### config.mk
export PLATFORM = sky130hd
export DESIGN_NAME = mem_stage_flat
export DESIGN_NICKNAME = d
export VERILOG_FILES = /design/src/rtl/mem_stage_if.sv /design/src/rtl/mem_stage.sv /design/src/flat_wrapper.sv
export SDC_FILE = /design/constraint.sdc
export NUM_CORES = 1
export LEC_CHECK = 0
export CORE_ASPECT_RATIO = 1.2
export CORE_MARGIN = 2
export CORE_UTILIZATION = 45
export CTS_CLUSTER_SIZE = 24
export DETAILED_ROUTE_END_ITERATION = 12
export GPL_ROUTABILITY_DRIVEN = 0
export PLACE_DENSITY = 0.85
export SYNTH_ARGS = -nofsm -noshare
export SYNTH_HDL_FRONTEND = slang
export SYNTH_SLANG_ARGS = --single-unit
### constraint.sdc
create_clock -name clk -period 4.5 [get_ports clk]
set_input_delay 0.9 -clock clk [delete_from_list [all_inputs] [get_ports clk]]
set_output_delay 0.9 -clock clk [all_outputs]
set_load 0.05 [all_outputs]
### src/rtl/mem_stage_if.sv
// Bundle of the EX->MEM inputs, the data-memory bus and the WB outputs of mem_stage.
// slave is the stage's view; master is the view of whoever drives EX and memory.
interface mem_stage_if;
  logic        in_valid;
  logic [31:0] alu_result_in;
  logic [31:0] store_data_in;
  logic [4:0]  rd_in;
  logic [2:0]  funct3_in;
  logic        MemREAD_in;
  logic        MemtoReg_in;
  logic        RegWrite_in;
  logic [1:0]  MemWrite_in;
  logic        stall;
  logic        dmem_req;
  logic        dmem_we;
  logic [31:0] dmem_addr;
  logic [31:0] dmem_wdata;
  logic [3:0]  dmem_wstrb;
  logic        dmem_ready;
  logic [31:0] dmem_rdata;
  logic        wb_valid;
  logic        RegWrite_out;
  logic [4:0]  rd_out;
  logic [31:0] wb_data;
  logic        misalign_exc;

  modport slave (
    input  in_valid, alu_result_in, store_data_in, rd_in, funct3_in,
           MemREAD_in, MemtoReg_in, RegWrite_in, MemWrite_in,
           dmem_ready, dmem_rdata,
    output stall, dmem_req, dmem_we, dmem_addr, dmem_wdata, dmem_wstrb,
           wb_valid, RegWrite_out, rd_out, wb_data, misalign_exc
  );

  modport master (
    output in_valid, alu_result_in, store_data_in, rd_in, funct3_in,
           MemREAD_in, MemtoReg_in, RegWrite_in, MemWrite_in,
           dmem_ready, dmem_rdata,
    input  stall, dmem_req, dmem_we, dmem_addr, dmem_wdata, dmem_wstrb,
           wb_valid, RegWrite_out, rd_out, wb_data, misalign_exc
  );
endinterface

### src/rtl/mem_stage.sv
// MEM pipeline stage: issues one registered data-memory request at a time and
// formats store lanes / load data. Define MISALIGN_TRAP_EN to trap misaligned accesses.
module mem_stage (
  input  logic       clk,
  input  logic       rst,
  mem_stage_if.slave bus
);
  typedef enum logic {IDLE = 1'b0, BUSY = 1'b1} state_t;
  state_t state_reg, state_next;

  logic        accept, is_store, is_mem, trap;
  logic [1:0]  size;
  logic [1:0]  addr_lo;
  logic [31:0] wdata_next;
  logic [3:0]  wstrb_next;
  logic [7:0]  rbyte [4];
  logic [15:0] rhalf;
  logic [31:0] load_data;

  logic        dmem_req_reg, dmem_we_reg;
  logic [31:0] dmem_addr_reg, dmem_wdata_reg;
  logic [3:0]  dmem_wstrb_reg;
  logic        wb_valid_reg, regwrite_reg;
  logic [4:0]  rd_reg;
  logic [31:0] wb_data_reg;

  // Context of the outstanding memory op, used when dmem_ready arrives
  logic [1:0]  lat_addr_lo_reg;
  logic [2:0]  lat_funct3_reg;
  logic        lat_load_reg, lat_memtoreg_reg, lat_regwrite_reg, lat_store_reg;
  logic [4:0]  lat_rd_reg;
  logic [31:0] lat_alu_reg;

  assign addr_lo  = bus.alu_result_in[1:0];
  assign is_store = (bus.MemWrite_in != 2'b00);
  assign is_mem   = bus.MemREAD_in | is_store;
  // Access size: 0 byte, 1 half, 2 word (stores use MemWrite, loads funct3)
  assign size     = is_store ? (bus.MemWrite_in - 2'd1) : bus.funct3_in[1:0];
  assign accept   = bus.in_valid && (state_reg == IDLE);
  assign bus.stall = (state_reg == BUSY);

`ifdef MISALIGN_TRAP_EN
  logic misalign_exc_reg;
  assign trap = is_mem && (((size == 2'd1) && addr_lo[0]) ||
                           ((size == 2'd2) && (addr_lo != 2'b00)));
  always_ff @(posedge clk or posedge rst) begin
    if (rst) misalign_exc_reg <= 1'b0;
    else     misalign_exc_reg <= accept && trap;
  end
  assign bus.misalign_exc = misalign_exc_reg;
`else
  assign trap = 1'b0;
  assign bus.misalign_exc = 1'b0;
`endif

  always_comb begin
    state_next = state_reg;
    case (state_reg)
      IDLE:    if (accept && is_mem && !trap) state_next = BUSY;
      BUSY:    if (bus.dmem_ready) state_next = IDLE;
      default: state_next = IDLE;
    endcase
  end

  always_comb begin
    wdata_next = bus.store_data_in;
    wstrb_next = 4'b1111;
    case (size)
      2'd0: begin
        wdata_next = {4{bus.store_data_in[7:0]}};
        wstrb_next = 4'b0001 << addr_lo;
      end
      2'd1: begin
        wdata_next = {2{bus.store_data_in[15:0]}};
        wstrb_next = 4'b0011 << {addr_lo[1], 1'b0};
      end
      default: ;
    endcase
    if (!is_store) wstrb_next = 4'b0000;
  end

  for (genvar gi = 0; gi < 4; gi++) begin : g_lane
    assign rbyte[gi] = bus.dmem_rdata[8*gi +: 8];
  end

  assign rhalf = lat_addr_lo_reg[1] ? bus.dmem_rdata[31:16] : bus.dmem_rdata[15:0];

  always_comb begin
    load_data = bus.dmem_rdata;
    case (lat_funct3_reg)
      3'b000:  load_data = {{24{rbyte[lat_addr_lo_reg][7]}}, rbyte[lat_addr_lo_reg]};
      3'b001:  load_data = {{16{rhalf[15]}}, rhalf};
      3'b100:  load_data = {24'd0, rbyte[lat_addr_lo_reg]};
      3'b101:  load_data = {16'd0, rhalf};
      default: load_data = bus.dmem_rdata;
    endcase
  end

  always_ff @(posedge clk or posedge rst) begin
    if (rst) state_reg <= IDLE;
    else     state_reg <= state_next;
  end

  always_ff @(posedge clk or posedge rst) begin
    if (rst) begin
      dmem_req_reg     <= 1'b0;
      dmem_we_reg      <= 1'b0;
      dmem_addr_reg    <= 32'd0;
      dmem_wdata_reg   <= 32'd0;
      dmem_wstrb_reg   <= 4'd0;
      wb_valid_reg     <= 1'b0;
      regwrite_reg     <= 1'b0;
      rd_reg           <= 5'd0;
      wb_data_reg      <= 32'd0;
      lat_addr_lo_reg  <= 2'd0;
      lat_funct3_reg   <= 3'd0;
      lat_load_reg     <= 1'b0;
      lat_memtoreg_reg <= 1'b0;
      lat_regwrite_reg <= 1'b0;
      lat_store_reg    <= 1'b0;
      lat_rd_reg       <= 5'd0;
      lat_alu_reg      <= 32'd0;
    end else begin
      wb_valid_reg <= 1'b0;
      if (state_reg == IDLE) begin
        if (accept && !trap) begin
          if (is_mem) begin
            dmem_req_reg     <= 1'b1;
            dmem_we_reg      <= is_store;
            dmem_addr_reg    <= {bus.alu_result_in[31:2], 2'b00};
            dmem_wdata_reg   <= wdata_next;
            dmem_wstrb_reg   <= wstrb_next;
            lat_addr_lo_reg  <= addr_lo;
            lat_funct3_reg   <= bus.funct3_in;
            lat_load_reg     <= bus.MemREAD_in;
            lat_memtoreg_reg <= bus.MemtoReg_in;
            lat_regwrite_reg <= bus.RegWrite_in;
            lat_store_reg    <= is_store;
            lat_rd_reg       <= bus.rd_in;
            lat_alu_reg      <= bus.alu_result_in;
          end else begin
            wb_valid_reg <= 1'b1;
            wb_data_reg  <= bus.alu_result_in;
            rd_reg       <= bus.rd_in;
            regwrite_reg <= bus.RegWrite_in;
          end
        end
      end else if (bus.dmem_ready) begin
        dmem_req_reg <= 1'b0;
        dmem_we_reg  <= 1'b0;
        wb_valid_reg <= 1'b1;
        rd_reg       <= lat_rd_reg;
        regwrite_reg <= lat_regwrite_reg && !lat_store_reg;
        wb_data_reg  <= (lat_load_reg && lat_memtoreg_reg && !lat_store_reg) ? load_data
                                                                             : lat_alu_reg;
      end
    end
  end

  assign bus.dmem_req     = dmem_req_reg;
  assign bus.dmem_we      = dmem_we_reg;
  assign bus.dmem_addr    = dmem_addr_reg;
  assign bus.dmem_wdata   = dmem_wdata_reg;
  assign bus.dmem_wstrb   = dmem_wstrb_reg;
  assign bus.wb_valid     = wb_valid_reg;
  assign bus.RegWrite_out = regwrite_reg;
  assign bus.rd_out       = rd_reg;
  assign bus.wb_data      = wb_data_reg;
endmodule

### src/flat_wrapper.sv
// flat-port wrapper written by rule: the top's interface ports become plain ports
module mem_stage_flat 
  (clk, rst, bus_in_valid, bus_alu_result_in, bus_store_data_in, bus_rd_in, bus_funct3_in, bus_MemREAD_in, bus_MemtoReg_in, bus_RegWrite_in, bus_MemWrite_in, bus_dmem_ready, bus_dmem_rdata, bus_stall, bus_dmem_req, bus_dmem_we, bus_dmem_addr, bus_dmem_wdata, bus_dmem_wstrb, bus_wb_valid, bus_RegWrite_out, bus_rd_out, bus_wb_data, bus_misalign_exc);
  mem_stage_if bus_i ();
  input  logic clk;
  input  logic rst;
  input wire logic [$bits(bus_i.in_valid)-1:0] bus_in_valid;
  input wire logic [$bits(bus_i.alu_result_in)-1:0] bus_alu_result_in;
  input wire logic [$bits(bus_i.store_data_in)-1:0] bus_store_data_in;
  input wire logic [$bits(bus_i.rd_in)-1:0] bus_rd_in;
  input wire logic [$bits(bus_i.funct3_in)-1:0] bus_funct3_in;
  input wire logic [$bits(bus_i.MemREAD_in)-1:0] bus_MemREAD_in;
  input wire logic [$bits(bus_i.MemtoReg_in)-1:0] bus_MemtoReg_in;
  input wire logic [$bits(bus_i.RegWrite_in)-1:0] bus_RegWrite_in;
  input wire logic [$bits(bus_i.MemWrite_in)-1:0] bus_MemWrite_in;
  input wire logic [$bits(bus_i.dmem_ready)-1:0] bus_dmem_ready;
  input wire logic [$bits(bus_i.dmem_rdata)-1:0] bus_dmem_rdata;
  output wire logic [$bits(bus_i.stall)-1:0] bus_stall;
  output wire logic [$bits(bus_i.dmem_req)-1:0] bus_dmem_req;
  output wire logic [$bits(bus_i.dmem_we)-1:0] bus_dmem_we;
  output wire logic [$bits(bus_i.dmem_addr)-1:0] bus_dmem_addr;
  output wire logic [$bits(bus_i.dmem_wdata)-1:0] bus_dmem_wdata;
  output wire logic [$bits(bus_i.dmem_wstrb)-1:0] bus_dmem_wstrb;
  output wire logic [$bits(bus_i.wb_valid)-1:0] bus_wb_valid;
  output wire logic [$bits(bus_i.RegWrite_out)-1:0] bus_RegWrite_out;
  output wire logic [$bits(bus_i.rd_out)-1:0] bus_rd_out;
  output wire logic [$bits(bus_i.wb_data)-1:0] bus_wb_data;
  output wire logic [$bits(bus_i.misalign_exc)-1:0] bus_misalign_exc;
  assign bus_i.in_valid = bus_in_valid;
  assign bus_i.alu_result_in = bus_alu_result_in;
  assign bus_i.store_data_in = bus_store_data_in;
  assign bus_i.rd_in = bus_rd_in;
  assign bus_i.funct3_in = bus_funct3_in;
  assign bus_i.MemREAD_in = bus_MemREAD_in;
  assign bus_i.MemtoReg_in = bus_MemtoReg_in;
  assign bus_i.RegWrite_in = bus_RegWrite_in;
  assign bus_i.MemWrite_in = bus_MemWrite_in;
  assign bus_i.dmem_ready = bus_dmem_ready;
  assign bus_i.dmem_rdata = bus_dmem_rdata;
  assign bus_stall = bus_i.stall;
  assign bus_dmem_req = bus_i.dmem_req;
  assign bus_dmem_we = bus_i.dmem_we;
  assign bus_dmem_addr = bus_i.dmem_addr;
  assign bus_dmem_wdata = bus_i.dmem_wdata;
  assign bus_dmem_wstrb = bus_i.dmem_wstrb;
  assign bus_wb_valid = bus_i.wb_valid;
  assign bus_RegWrite_out = bus_i.RegWrite_out;
  assign bus_rd_out = bus_i.rd_out;
  assign bus_wb_data = bus_i.wb_data;
  assign bus_misalign_exc = bus_i.misalign_exc;
  mem_stage u_core (.clk(clk), .rst(rst), .bus(bus_i));
endmodule
# After elaboration in Yosys (flattened, before gate mapping)
# Index checks and enable logic that the tools add are counted.
classes:
  bitwise: 3
  n_reduce_logical: 14
  order_cmp: 1
  mul: 0
  n_addsub: 1
  shift: 2
  div: 0
  eq_ne: 6
  muxes: 36
op_table:
  columns: ["operator", "n"]
  rows:
  - ["$mux W32", 5]
  - ["$pmux W32 S4", 1]
  - ["$pmux W32 S2", 1]
  - ["$mux W5", 4]
  - ["$mux W1", 17]
  - ["$bmux W8 S2", 1]
  - ["$mux W16", 1]
  - ["$mux W8", 2]
  - ["$reduce_and A3 Y1", 3]
  - ["$pmux W4 S2", 1]
  - ["$eq A3 B3 Y1 const B", 2]
  - ["$reduce_bool A2 Y1", 3]
  - ["$logic_and A1 B1 Y1", 5]
  - ["$mux W4", 1]
  - ["$shl A1 B2 Y4 const A", 1]
  - ["$shl A2 B2 Y4 const A", 1]
  - ["$eq A3 B1 Y1 const B", 1]
  - ["$ge A3 B3 Y1 const B", 1]
  - ["$logic_not A3 Y1", 1]
  - ["$not A2 Y3", 1]
  - ["$eq A2 B1 Y1 const B", 1]
  - ["$logic_not A2 Y1", 1]
  - ["$mux W2", 1]
  - ["$ne A2 B1 Y1 const B", 1]
  - ["other kinds (6)", 6]
totals:
  regBits: 154
  rom_bits: 0
  ramBits: 0
  inputBits: 113
  wordCells: 81
  latch_bits: 0
  output_inout_bits: 111
  n_memories: 0

# Depth between registers and ports, before layout
logic_depth:
  ltp_word: 8
  depth_mapped: 8
  ltp_nobuf: 5

# Least setup slack after synthesis
# OpenSTA, ideal clock, no wires.
synth_timing:
  kind: "input to register"
  start: "input bus_MemWrite_in[1]"
  end: "register u_core.wb_data_reg[16] (netlist: u_core.bus.wb_data[16])"
  arrival_time_ps: 2008
  setup_slack_ps: 2398
  setup_ps: 94
  n_path_buf: 2
  path_stages: 6
  required_ps: 4406
  cell_sequence: "buf_6 > nor3_4 > nand2_2 > buf_2 > mux2i_1 > a221oi_2"
synth_via:
  elab_chain_cells: 4
synth_lines:
  columns: ["item", "line_no", "text"]
  rows:
  - ["start, declared", "flat_wrapper.sv:15", "input wire logic [$bits(bus_i.MemWrite_in)-1:0] bus_MemWrite_in;"]
  - ["$reduce_bool A2 Y1", "mem_stage.sv:35", "assign is_store = (bus.MemWrite_in != 2'b00);"]
  - ["$or A1 B1 Y1", "mem_stage.sv:36", "assign is_mem = bus.MemREAD_in | is_store;"]
  - ["$ne A2 B1 Y1 (no line)", null, null]
  - ["$reduce_and A3 Y1 (no line)", null, null]
  - ["end signal, assigned", "mem_stage.sv:143", "wb_data_reg <= bus.alu_result_in;"]
  - ["end signal, assigned", "mem_stage.sv:154", "wb_data_reg <= (lat_load_reg && lat_memtoreg_reg && !lat_store_reg) ? load_data"]
  - ["end, declared", "mem_stage.sv:25", "logic [31:0] wb_data_reg;"]
# Every way passes these cells.
# A chain may end at the register's enable or synchronous reset.

# Worst setup path after layout
layout_timing:
  start: "input bus_in_valid"
  end: "register u_core.wb_data_reg[23] (netlist: u_core.bus.wb_data[23])"
layout_via:
  elab_chain_cells: 3
layout_lines:
  columns: ["item", "line_no", "text"]
  rows:
  - ["start, declared", "flat_wrapper.sv:7", "input wire logic [$bits(bus_i.in_valid)-1:0] bus_in_valid;"]
  - ["$logic_and A1 B1 Y1", "mem_stage.sv:39", "assign accept = bus.in_valid && (state_reg == IDLE);"]
  - ["$reduce_bool A2 Y1 (no line)", null, null]
  - ["$reduce_and A3 Y1 (no line)", null, null]
# Every way passes these cells.

==> results_dict.tcl <==
set metrics [dict create \
    wl_per_cell_um 19.5 \
    rows 47 \
    yosysUniqueCellTypes 50 \
    seqPwrFrac 0.298 \
    cts_resized 0 \
    clkSinkCount 122 \
    r2r-start "u_core.bus.stall" \
    first_pass_iters 7 \
    grt-ovfl-total 0 \
    antennaDiodeCount 0 \
    viasPerCell 5.76 \
    layout-drive-gt1-share 0.0821 \
    grt_pass1_wl_um 32000 \
    worstRegToRegCells 5 \
    crit_chain "clkdlybuf4s50_1 -> nor2b_1 -> a21oi_4 -> a211oi_4 -> a221oi_1" \
    worstMarginPinSlew_ns 1.08 \
    die_h_um 133 \
    core_um2 13600 \
    clk_path_buf_depth 2 \
    wl_um 20500 \
    critPathLaunchType "input pin" \
    hp-start "u_core.bus.dmem_wdata[4]" \
    fin_nets 977 \
    grt_pass1_vias 5897 \
    antenna_found_initial 0 \
    grt_start_max_net_pins 70 \
    synthCells 667 \
    vias 6036 \
    cp_data_required_time_ns 4.73 \
    min_path_type "reg2reg" \
    yosysSeqAreaShare 0.491 \
    critical_path.max_fanout 28 \
    clkTransAtPathRegs_ns 0.06 \
    root_buffer "clkbuf_16" \
    final_cells 1048 \
    pwr-share-comb 0.435 \
    critPathMaxStageDelay_ns 0.83 \
    cts_setup_buffers 0 \
    switchingPower_mw 2.34 \
    leakage_nw 3.93 \
    r2r_slack_ns 1.48 \
    max_cap_violations 0 \
    critPathSlowestCell "a211oi_4" \
    multiInputGateArea_um2 2870 \
    rsz0062_at_grt "no" \
    drtIter0Drc 409 \
    relSlewSlack 0.275 \
    fin_tns_setup_ns 0 \
    holdWs_ns 0.473 \
    ys_warn_count 0 \
    dieArea_um2 14800 \
    p_total_mw 5.56 \
    die_w_um 111 \
    fillers 1090 \
    status "finished clean" \
    max_freq_ghz 0.311 \
    area_growth_pct 45.9 \
    crit_type "in2reg" \
    synth_area_per_cell_um2 9.32 \
    ctsHoldBuffers 0 \
    r2r-end "u_core.bus.wb_data[11]" \
    clkLatencyLatePin_ns 0.41 \
    timing.final.crit_share 0.715 \
    cts_tree "built" \
    holdPathEnd "u_core.bus.dmem_wdata[4]" \
    grt.total_usage 0.277 \
    dp_slack_ns 0.874 \
    intPower_mw 3.22 \
    period_needed_ns 3.22 \
    postLayoutSetupSlackWorst_ns 1.28 \
    synth-edff-count 0 \
    postRouteAntennaNets 0 \
    initial_core_util 0.456 \
    ir_worst_vdd_mv 0.304 \
    maxSlewViolCount 0 \
    endpoint_kind "register" \
    critPathArrivalTime_ns 3.45 \
    finClkSkew_ns 0.00945 \
    drc 0 \
    hold_violations 0 \
    place_inst 1016 \
    whs_path_depth 2 \
    regArea_um2 3050 \
    cts_inserted_buffers 17 \
    ios 224 \
    io_buffer_count 220 \
    power_frac_clock 0.267 \
    cts_htree_levels 4 \
    ys.flop_type "dfrtp_1" \
    hpwl_um 14600 \
    synth-seq-cells 122 \
    async_reset_ff_frac 1.00 \
    synthesis.area_um2 6220 \
    p_per_area_nw_per_um2 612 \
    p_sw_frac 0.421 \
    setup-violations-final 0 \
]
-- area by class of cell --
| type | count | share of cell area |
|---|---|---|
| repair buffers | 228 | 0.251 |
| clock inverters | 11 | 0.0215 |
| clock buffers | 21 | 0.0485 |
| inverters | 8 | 0.00386 |
| flip-flops and latches | 122 | 0.336 |
| multi-input cells | 487 | 0.316 |
| well taps | 171 | 0.0236 |
-- cell usage after synthesis (2+ instances only) --
| master | count | area, µm² |
|---|---|---|
| nand2b_1 | 4 | 25.0 |
| dfrtp_1 | 122 | 3050 |
| nor2b_1 | 3 | 18.8 |
| nand2_1 | 194 | 728 |
| o21ai_0 | 24 | 120 |
| buf_4 | 7 | 52.6 |
| nor3_1 | 12 | 60.1 |
| a211oi_2 | 5 | 62.6 |
| mux2_2 | 8 | 90.1 |
| mux2i_1 | 26 | 260 |
| buf_6 | 5 | 56.3 |
| a32o_1 | 2 | 20.0 |
| nand3b_1 | 3 | 22.5 |
| a22oi_1 | 25 | 188 |
| nor2_1 | 42 | 158 |
| a221oi_2 | 5 | 75.1 |
| a221oi_1 | 6 | 52.6 |
| o21ai_1 | 2 | 10.0 |
| o31a_1 | 7 | 61.3 |
| and3_1 | 8 | 50.1 |
| a31oi_1 | 17 | 106 |
| inv_1 | 7 | 26.3 |
| a211oi_1 | 8 | 60.1 |
| o32ai_1 | 25 | 219 |
| nor2_2 | 2 | 12.5 |
| clkbuf_1 | 17 | 63.8 |
| a311oi_1 | 7 | 61.3 |
| buf_2 | 22 | 110 |
| o22ai_1 | 13 | 81.3 |
| a21oi_1 | 19 | 95.1 |
-- routing by layer --
layer	GRT usage	vias to the layer above	part of all wire
li1	-	2781	-
met1	0.341	2875	0.39
met2	0.447	329	0.49
met3	0.0843	51	0.086
met4	0.133	0	0.039
met5	0	-	0
-- worst max-delay path, delay by kind of cell --
family,cells,cell delay (ns)
buffers and inverters,1,0.53
and+or+nand+nor,1,0.57
AOI/OAI and AO/OA,3,1.43
-- per-stage QoR --
| stage | area (µm²) | utilization |
|---|---|---|
| after floorplan | 6230 | - |
| after global placement | 8440 | 0.619 |
| after detailed placement | 8440 | 0.619 |
| after CTS | 9080 | 0.665 |
| after global routing | 9080 | 0.665 |
| final | 9080 | 0.665 |
-- cell families after synthesis --
| group | Yosys count | share of synthesized area |
|---|---|---|
| compound gates | 172 | 0.210 |
| buf+inv | 60 | 0.0513 |
| flops | 122 | 0.491 |
| mux | 36 | 0.0636 |
| other cells | 1 | 0.000603 |
| simple gates | 276 | 0.183 |
-- placed cells by master (no fill, tap or decap), types with 6 or more instances in the layout --
master	n
clkbuf_16	17
o31a_1	7
o21ai_0	24
nand2_1	193
inv_1	6
a22oi_1	25
buf_4	7
dfrtp_1	122
mux2i_1	26
a311oi_1	7
clkdlybuf4s50_1	220
a211oi_1	8
mux2_2	8
nor2_1	41
o32ai_1	25
nor3_1	12
o22ai_1	13
a21oi_1	19
and3_1	8
a31oi_1	17
a221oi_1	6
-- how the worst max path moves through the flow --
stage	startpoint	to	slack, ns	cells after the start
detailed placement	bus_in_valid	u_core.bus.wb_data[21]	0.87	5
finish	bus_in_valid	u_core.bus.wb_data[23]	1.28	5
floorplan	rst	u_core.bus.RegWrite_out	0.36	1
CTS	bus_in_valid	u_core.bus.wb_data[23]	1.30	5
global route	bus_in_valid	u_core.bus.wb_data[21]	1.08	5
global placement	bus_in_valid	u_core.bus.wb_data[21]	0.97	5
-- power by group through the flow --
stage	combinational, mW	clock [mW]	sequential (mW)
finish	2.42	1.48	1.66
global route	2.54	1.54	1.69
CTS	2.43	1.50	1.65
detailed placement	2.42	0	1.67
global placement	2.38	0	1.65
floorplan	0.669	0	2.54
(Power assumes the default switching activity.)
